--- src/rtl/alu_share_arbiter.sv ---
// Two-requester arbiter around one external combinational ALU: operands are registered
// into the ALU, results and flags are registered back, one operation in flight at a time.
module alu_share_arbiter #(
    parameter int DATA_W    = 32,
    parameter bit RR_ENABLE = 1'b1
) (
    input  logic              clk,
    input  logic              rst,
    input  logic              req0_valid,
    output logic              req0_ready,
    input  logic [DATA_W-1:0] req0_x,
    input  logic [DATA_W-1:0] req0_y,
    input  logic [1:0]        req0_functionals,
    input  logic [2:0]        req0_logicfn,
    input  logic              req1_valid,
    output logic              req1_ready,
    input  logic [DATA_W-1:0] req1_x,
    input  logic [DATA_W-1:0] req1_y,
    input  logic [1:0]        req1_functionals,
    input  logic [2:0]        req1_logicfn,
    output logic              rsp0_valid,
    input  logic              rsp0_ready,
    output logic              rsp1_valid,
    input  logic              rsp1_ready,
    output logic [DATA_W-1:0] rsp_value,
    output logic [3:0]        rsp_flags,
    output logic [DATA_W-1:0] alu_x,
    output logic [DATA_W-1:0] alu_y,
    output logic [1:0]        alu_functionals,
    output logic [2:0]        alu_logicfn,
    input  logic [DATA_W-1:0] alu_value,
    input  logic              alu_carry,
    input  logic              alu_zeroflag,
    input  logic              alu_msb,
    input  logic              alu_overflow
);

    typedef enum logic [1:0] {
        ST_IDLE = 2'b00,
        ST_EXEC = 2'b01,
        ST_RESP = 2'b10
    } state_t;

    state_t              state_q, state_d;
    logic                last_q, last_d;      // requester granted most recently
    logic                owner_q, owner_d;
    logic [DATA_W-1:0]   x_q, x_d;
    logic [DATA_W-1:0]   y_q, y_d;
    logic [1:0]          func_q, func_d;
    logic [2:0]          lfn_q, lfn_d;
    logic [DATA_W-1:0]   value_q, value_d;
    logic [3:0]          flags_q, flags_d;
    logic                rsp0_valid_q, rsp0_valid_d;
    logic                rsp1_valid_q, rsp1_valid_d;
    logic                grant0_s, grant1_s;
    logic                consume_s;

    // Grant selection: only in IDLE, never while reset is asserted.
    always_comb begin
        grant0_s = 1'b0;
        grant1_s = 1'b0;
        if ((state_q == ST_IDLE) && !rst) begin
            if (req0_valid && req1_valid) begin
                if (RR_ENABLE && (last_q == 1'b0)) begin
                    grant1_s = 1'b1;
                end else begin
                    grant0_s = 1'b1;
                end
            end else if (req0_valid) begin
                grant0_s = 1'b1;
            end else if (req1_valid) begin
                grant1_s = 1'b1;
            end else begin
                grant0_s = 1'b0;
            end
        end else begin
            grant0_s = 1'b0;
        end
    end

    assign consume_s = owner_q ? rsp1_ready : rsp0_ready;

    // Next-state and datapath register updates.
    always_comb begin
        state_d      = state_q;
        last_d       = last_q;
        owner_d      = owner_q;
        x_d          = x_q;
        y_d          = y_q;
        func_d       = func_q;
        lfn_d        = lfn_q;
        value_d      = value_q;
        flags_d      = flags_q;
        rsp0_valid_d = rsp0_valid_q;
        rsp1_valid_d = rsp1_valid_q;
        case (state_q)
            ST_IDLE: begin
                if (grant0_s || grant1_s) begin
                    owner_d = grant1_s;
                    last_d  = grant1_s;
                    x_d     = grant1_s ? req1_x : req0_x;
                    y_d     = grant1_s ? req1_y : req0_y;
                    func_d  = grant1_s ? req1_functionals : req0_functionals;
                    lfn_d   = grant1_s ? req1_logicfn : req0_logicfn;
                    state_d = ST_EXEC;
                end else begin
                    state_d = ST_IDLE;
                end
            end
            ST_EXEC: begin
                value_d      = alu_value;
                flags_d      = {alu_carry, alu_zeroflag, alu_msb, alu_overflow};
                rsp0_valid_d = ~owner_q;
                rsp1_valid_d = owner_q;
                state_d      = ST_RESP;
            end
            ST_RESP: begin
                if (consume_s) begin
                    rsp0_valid_d = 1'b0;
                    rsp1_valid_d = 1'b0;
                    state_d      = ST_IDLE;
                end else begin
                    state_d = ST_RESP;
                end
            end
            default: begin
                rsp0_valid_d = 1'b0;
                rsp1_valid_d = 1'b0;
                state_d      = ST_IDLE;
            end
        endcase
    end

    // State and datapath registers; reset drops any in-flight operation.
    always_ff @(posedge clk or posedge rst) begin
        if (rst) begin
            state_q      <= ST_IDLE;
            last_q       <= 1'b1;
            owner_q      <= 1'b0;
            x_q          <= {DATA_W{1'b0}};
            y_q          <= {DATA_W{1'b0}};
            func_q       <= 2'b00;
            lfn_q        <= 3'b000;
            value_q      <= {DATA_W{1'b0}};
            flags_q      <= 4'b0000;
            rsp0_valid_q <= 1'b0;
            rsp1_valid_q <= 1'b0;
        end else begin
            state_q      <= state_d;
            last_q       <= last_d;
            owner_q      <= owner_d;
            x_q          <= x_d;
            y_q          <= y_d;
            func_q       <= func_d;
            lfn_q        <= lfn_d;
            value_q      <= value_d;
            flags_q      <= flags_d;
            rsp0_valid_q <= rsp0_valid_d;
            rsp1_valid_q <= rsp1_valid_d;
        end
    end

    assign req0_ready      = grant0_s;
    assign req1_ready      = grant1_s;
    assign rsp0_valid      = rsp0_valid_q;
    assign rsp1_valid      = rsp1_valid_q;
    assign rsp_value       = value_q;
    assign rsp_flags       = flags_q;
    assign alu_x           = x_q;
    assign alu_y           = y_q;
    assign alu_functionals = func_q;
    assign alu_logicfn     = lfn_q;

endmodule

--- config.mk ---
export PLATFORM = sky130hd
export DESIGN_NAME = alu_share_arbiter
export DESIGN_NICKNAME = d
export VERILOG_FILES = /design/src/rtl/alu_share_arbiter.sv
export SDC_FILE = /design/constraint.sdc
export NUM_CORES = 1
export LEC_CHECK = 0
export BUFFER_PORTS_ARGS = -buffer_cell sky130_fd_sc_hd__buf_2
export CAP_MARGIN = 10
export CORE_AREA = 2 2 114 116
export DETAILED_ROUTE_END_ITERATION = 10
export DIE_AREA = 0 0 116 118
export GPL_TIMING_DRIVEN = 0
export PLACE_DENSITY = 0.73
export SETUP_SLACK_MARGIN = 0.3
export SYNTH_ARGS = -nofsm -noshare
export SYNTH_HDL_FRONTEND = slang
export SYNTH_SLANG_ARGS = --single-unit
--- constraint.sdc ---
create_clock -name clk -period 7.5 [get_ports clk]
set_input_delay 1.125 -clock clk [delete_from_list [all_inputs] [get_ports clk]]
set_output_delay 1.125 -clock clk [all_outputs]
set_load 0.01 [all_outputs]
# After elaboration in Yosys (flattened, before gate mapping)
# Cells that the tools add are included.
# totals
register_bits	111
input_bits	180
out_inout_bits	109
wordCells	43
# classes
n_eq_ne	3
mux	20
bitwise_logic	2
n_reduce_logical	7
# ops
op	n
$mux 32	2
$mux 1	12
$pmux 1 s3	2
$pmux 2 s3	1
$mux 2	2
$reduce_and 2->1	2
$mux 3	1
$eq 2x1->1 const B	1
$eq 2x2->1 const B	1
$logic_and 1x1->1	2
$logic_not 2->1	1
$ne 2x2->1 const B	1
$not 1->1	2
$logic_not 1->1	1
$logic_or 1x1->1	1

# Depth between registers and ports, before layout
# depth
word_depth	7
depth_mapped	6
depth_no_buf	4

# Worst setup path before layout
# OpenSTA, ideal clock, no wires.
# synth_timing
path_kind	input-to-output
from	in rst
to	out req0_ready
arrival_time_ps	1895
required_ps	6375
slack_ps	4480
path_stages	4
path_buffers	2
path_cell_list	or3_1 -> buf_6 -> buf_6 -> nor2_1
# synth_between
elab_chain_len	3
# synth_lines
element	line	rtl
start, declared	8	input logic rst,
$logic_not 1->1 (no source line)	--	
$logic_and 1x1->1	62	if ((state_q == ST_IDLE) && !rst) begin
$mux 1	62	
end, declared	10	output logic req0_ready,
# No other way between the ends.

# Worst setup path after layout
# Same ends and word-level chain as after synthesis.

==> metrics.cfg <==
[setup_path]
path_class = input pin to output pin
cp_slowest_stage_delay_ps = 330
critical_path.cell_chain = buf_2 -> or3_1 -> buf_6 -> buf_6 -> nor2_1 -> buf_2
r2r-start = state_q[1]
timing.critical_path.required_ps = 6380
wp_data_arrival_ps = 2140
kind_of_cell_with_the_highest_combined_delay_on_the_critical_path = buffers and inverters
startpoint = rst
cp_num_buf_inv = 4
slowest_stage = or3_1
crit_path_start_kind = input pin
cp_max_fo = 10
end_kind = output pin

[timing]
tns_ps = 0
max_freq_mhz = 307
maxSlewViolCount = 0
fin_skew_ps = 6.44
tightestPinTransition_ps = 629
finalHoldViolCount = 0
rsz_0062_raised_after_global_routing = no
slew-limit-headroom_pct = 58.1
setup_viol = 0
fin_crit_ps = 3260
fin_crit_sh_pct = 43.5

[floorplan]
area_of_the_core_um2 = 12400
die_y_um = 118
floorplan.initialDensity_pct = 41.6
die_w_um = 116
rows = 41
num_io_pins = 289
fp.dieArea_um2 = 13700

[placed_design]
place.gp.congestion = 0.846
placement.io_buffers = 288
dp.final_hpwl_um = 12900

[cts]
cts-root-buf = clkbuf_16
number_of_buffers_inserted_during_clock_tree_synthesis = 9
post_cts_resize_count = 0
cts.sink_count = 111
post-cts-setup-buffers = 0
insertion_delay_ps = 360
tritoncts_clock_tree = yes
cts_htree_levels = 3
post_cts_hold_buffer_count = 0
clock_path_buffers = 2
post_cts_clock_slew_at_the_launch_and_capture_registers_of_the_worst_setup_and_hold_paths_ps = 70

[power]
powerDensity_nw_per_um2 = 385
power_frac_clock_pct = 16.7
logic_gate_share_of_total_power_pct = 45.1
switching_share_pct = 39.6
cell_internal_pwr_w = 0.00166
power.switching_w = 0.00109
pwr-share-seq_pct = 38.2
static-leakage-power_nw = 3.27
max-vdd-ir-drop_mv = 0.138

[cells_and_area]
finish.net_count = 986
fillerInstances = 1153
synthToLayoutAreaGrowth_pct = 37.9
final_layout_size_suffix_gt1_share_pct = 46.4
final_util_pct = 57.4

[global_route]
grt_max_degree = 65
grt_remaining_overflow = 0
grt_usage_pct = 24.9
antenna_violations_before_repair = 0
first_global_vias = 5142
grt_first_pass_wirelength_um = 26700

[drt]
final_antenna_net_count = 0
detailedRoute.firstIterationViolations = 467
num_vias = 5297
vias_per_cell = 5.39
firstDrtPassIters = 6
number_of_design_rule_violations_left_after_detail_routing = 0
routedWlPerCell_um = 17.6
finalWirelength_um = 17300

[logic_synthesis]
post_synthesis_instance_total = 506
ys_seq_elements = 111
yosysWarnings = 0
syn-num-nets = 686
netlist_area_um2 = 5170
synth-async-reset-ratio_pct = 100
synth.distinct_cells = 32
synth_top_flop_cell = dfrtp_1
synth_area_per_cell_um2 = 10.2
ys_seq_area_share_pct = 53.8
synth-edff-count = 0

[hold_path]
worst_hold_path_type = flip-flop to flip-flop
holdCritStartpoint = rsp_value[13]

[run]
cap_violations = 0

[outcome]
status = finished clean

==> registers in the layout, indices dropped and copies added (netlist names) <==
register,count
rsp_flags,4
alu_functionals,2
state_q,2
alu_x,32
rsp0_valid,1
owner_q,1
rsp_value,32
alu_logicfn,3
last_q,1
rsp1_valid,1
alu_y,32
==> metal layers <==
metal / vias to the layer above / part of all wire (%) / GRT usage (%)
li1: 2487 / - / -
met1: 2536 / 39 / 29.7
met2: 244 / 50 / 43.1
met3: 30 / 8.2 / 5.61
met4: 0 / 2.6 / 10.0
met5: - / 0 / 0
==> stage by stage <==
stage                     power, W  setup WS (ps)  hold WS [ps]  cells  instance area [um^2]
after floorplan            0.00176           3450           514    506                  5170
after global placement     0.00228           2050           470    966                  6830
after detailed placement   0.00231           4230           476    967                  6860
after CTS                  0.00276           4220           493    982                  7130
after global routing       0.00293           4170           509    982                  7130
final                      0.00274           4240           495    983                  7130
==> cell type report <==
cell class / instances / area, um^2 / share of cell area, %
flip-flops and latches: 111 / 2780 / 39.0
well taps: 172 / 215 / 3.02
clock inverters: 5 / 43.8 / 0.614
plain buffers: 56 / 337 / 4.72
multi-input cells: 335 / 2040 / 28.6
clock buffers: 10 / 229 / 3.21
inverters: 4 / 17.5 / 0.246
repair buffers: 289 / 1470 / 20.6
diodes: 1 / 2.50 / 0.0351
==> path summary, 6_finish.rpt <==
path	to	depth (start not counted)	slack [ps]
setup / recovery	req0_ready	6	4240
hold / removal	rsp_value[13]	1	490
setup reg to reg	alu_y[16]	5	5710
hold reg to reg	rsp_value[13]	1	490
max in group asynchronous	alu_y[12]	3	5910
min in group asynchronous	owner_q	2	880
==> worst reg2reg max path: cells and delay by family (launching register included) <==
kind / cells / cell delay (ps)
AO/OA/AOI/OAI: 1 / 150
flip-flops: 1 / 460
buffers and inverters: 2 / 670
AND/OR/NAND/NOR: 2 / 380
==> cells in the mapped netlist, types with 2 or more instances <==
| library cell | count | area (um^2) |
|---|---|---|
| buf_2 | 19 | 95.1 |
| a21o_1 | 2 | 15.0 |
| mux2_2 | 29 | 327 |
| nand2b_1 | 3 | 18.8 |
| buf_6 | 9 | 101 |
| mux2_1 | 7 | 78.8 |
| a31oi_1 | 69 | 432 |
| nand3_1 | 69 | 345 |
| o21ai_1 | 70 | 350 |
| a21oi_1 | 69 | 345 |
| buf_1 | 6 | 22.5 |
| o21a_1 | 2 | 15.0 |
| buf_4 | 9 | 67.6 |
| dfrtp_1 | 110 | 2750 |
| clkbuf_1 | 12 | 45.0 |
| nand2_1 | 2 | 7.51 |
| inv_1 | 4 | 15.0 |
==> cell families (layout without fill, tap and decap cells) <==
family          count (synthesis)  after routing  share of synthesized area [%]
compound gates                218            218                           23.3
buf+inv                        60            364                           6.80
flops                         111            111                           53.8
mux                            37             37                           8.03
other cells                     0              1                              0
simple gates                   80             80                           8.08
==> layout by cell type (no fill, tap or decap), types with 2 or more instances in the layout <==
| cell type | n |
|---|---|
| dfrtp_1 | 110 |
| a21oi_1 | 69 |
| inv_1 | 3 |
| nand2b_1 | 3 |
| nand2_1 | 2 |
| o21a_1 | 2 |
| clkbuf_16 | 9 |
| mux2_2 | 29 |
| mux2_1 | 7 |
| a31oi_1 | 69 |
| clkbuf_1 | 13 |
| o21ai_1 | 70 |
| a21o_1 | 2 |
| buf_6 | 9 |
| buf_4 | 9 |
| nand3_1 | 69 |
| buf_1 | 6 |
| clkinvlp_4 | 2 |
| buf_2 | 307 |
==> power by group through the flow <==
| stage | clock, W | combinational (W) | sequential, W |
|---|---|---|---|
| floorplan | 0 | 0.000574 | 0.00119 |
| global placement | 0 | 0.00123 | 0.00105 |
| detailed placement | 0 | 0.00125 | 0.00106 |
| CTS | 0.000462 | 0.00125 | 0.00105 |
| global route | 0.000487 | 0.00135 | 0.00109 |
| finish | 0.000458 | 0.00124 | 0.00105 |
(Power assumes the default switching activity.)
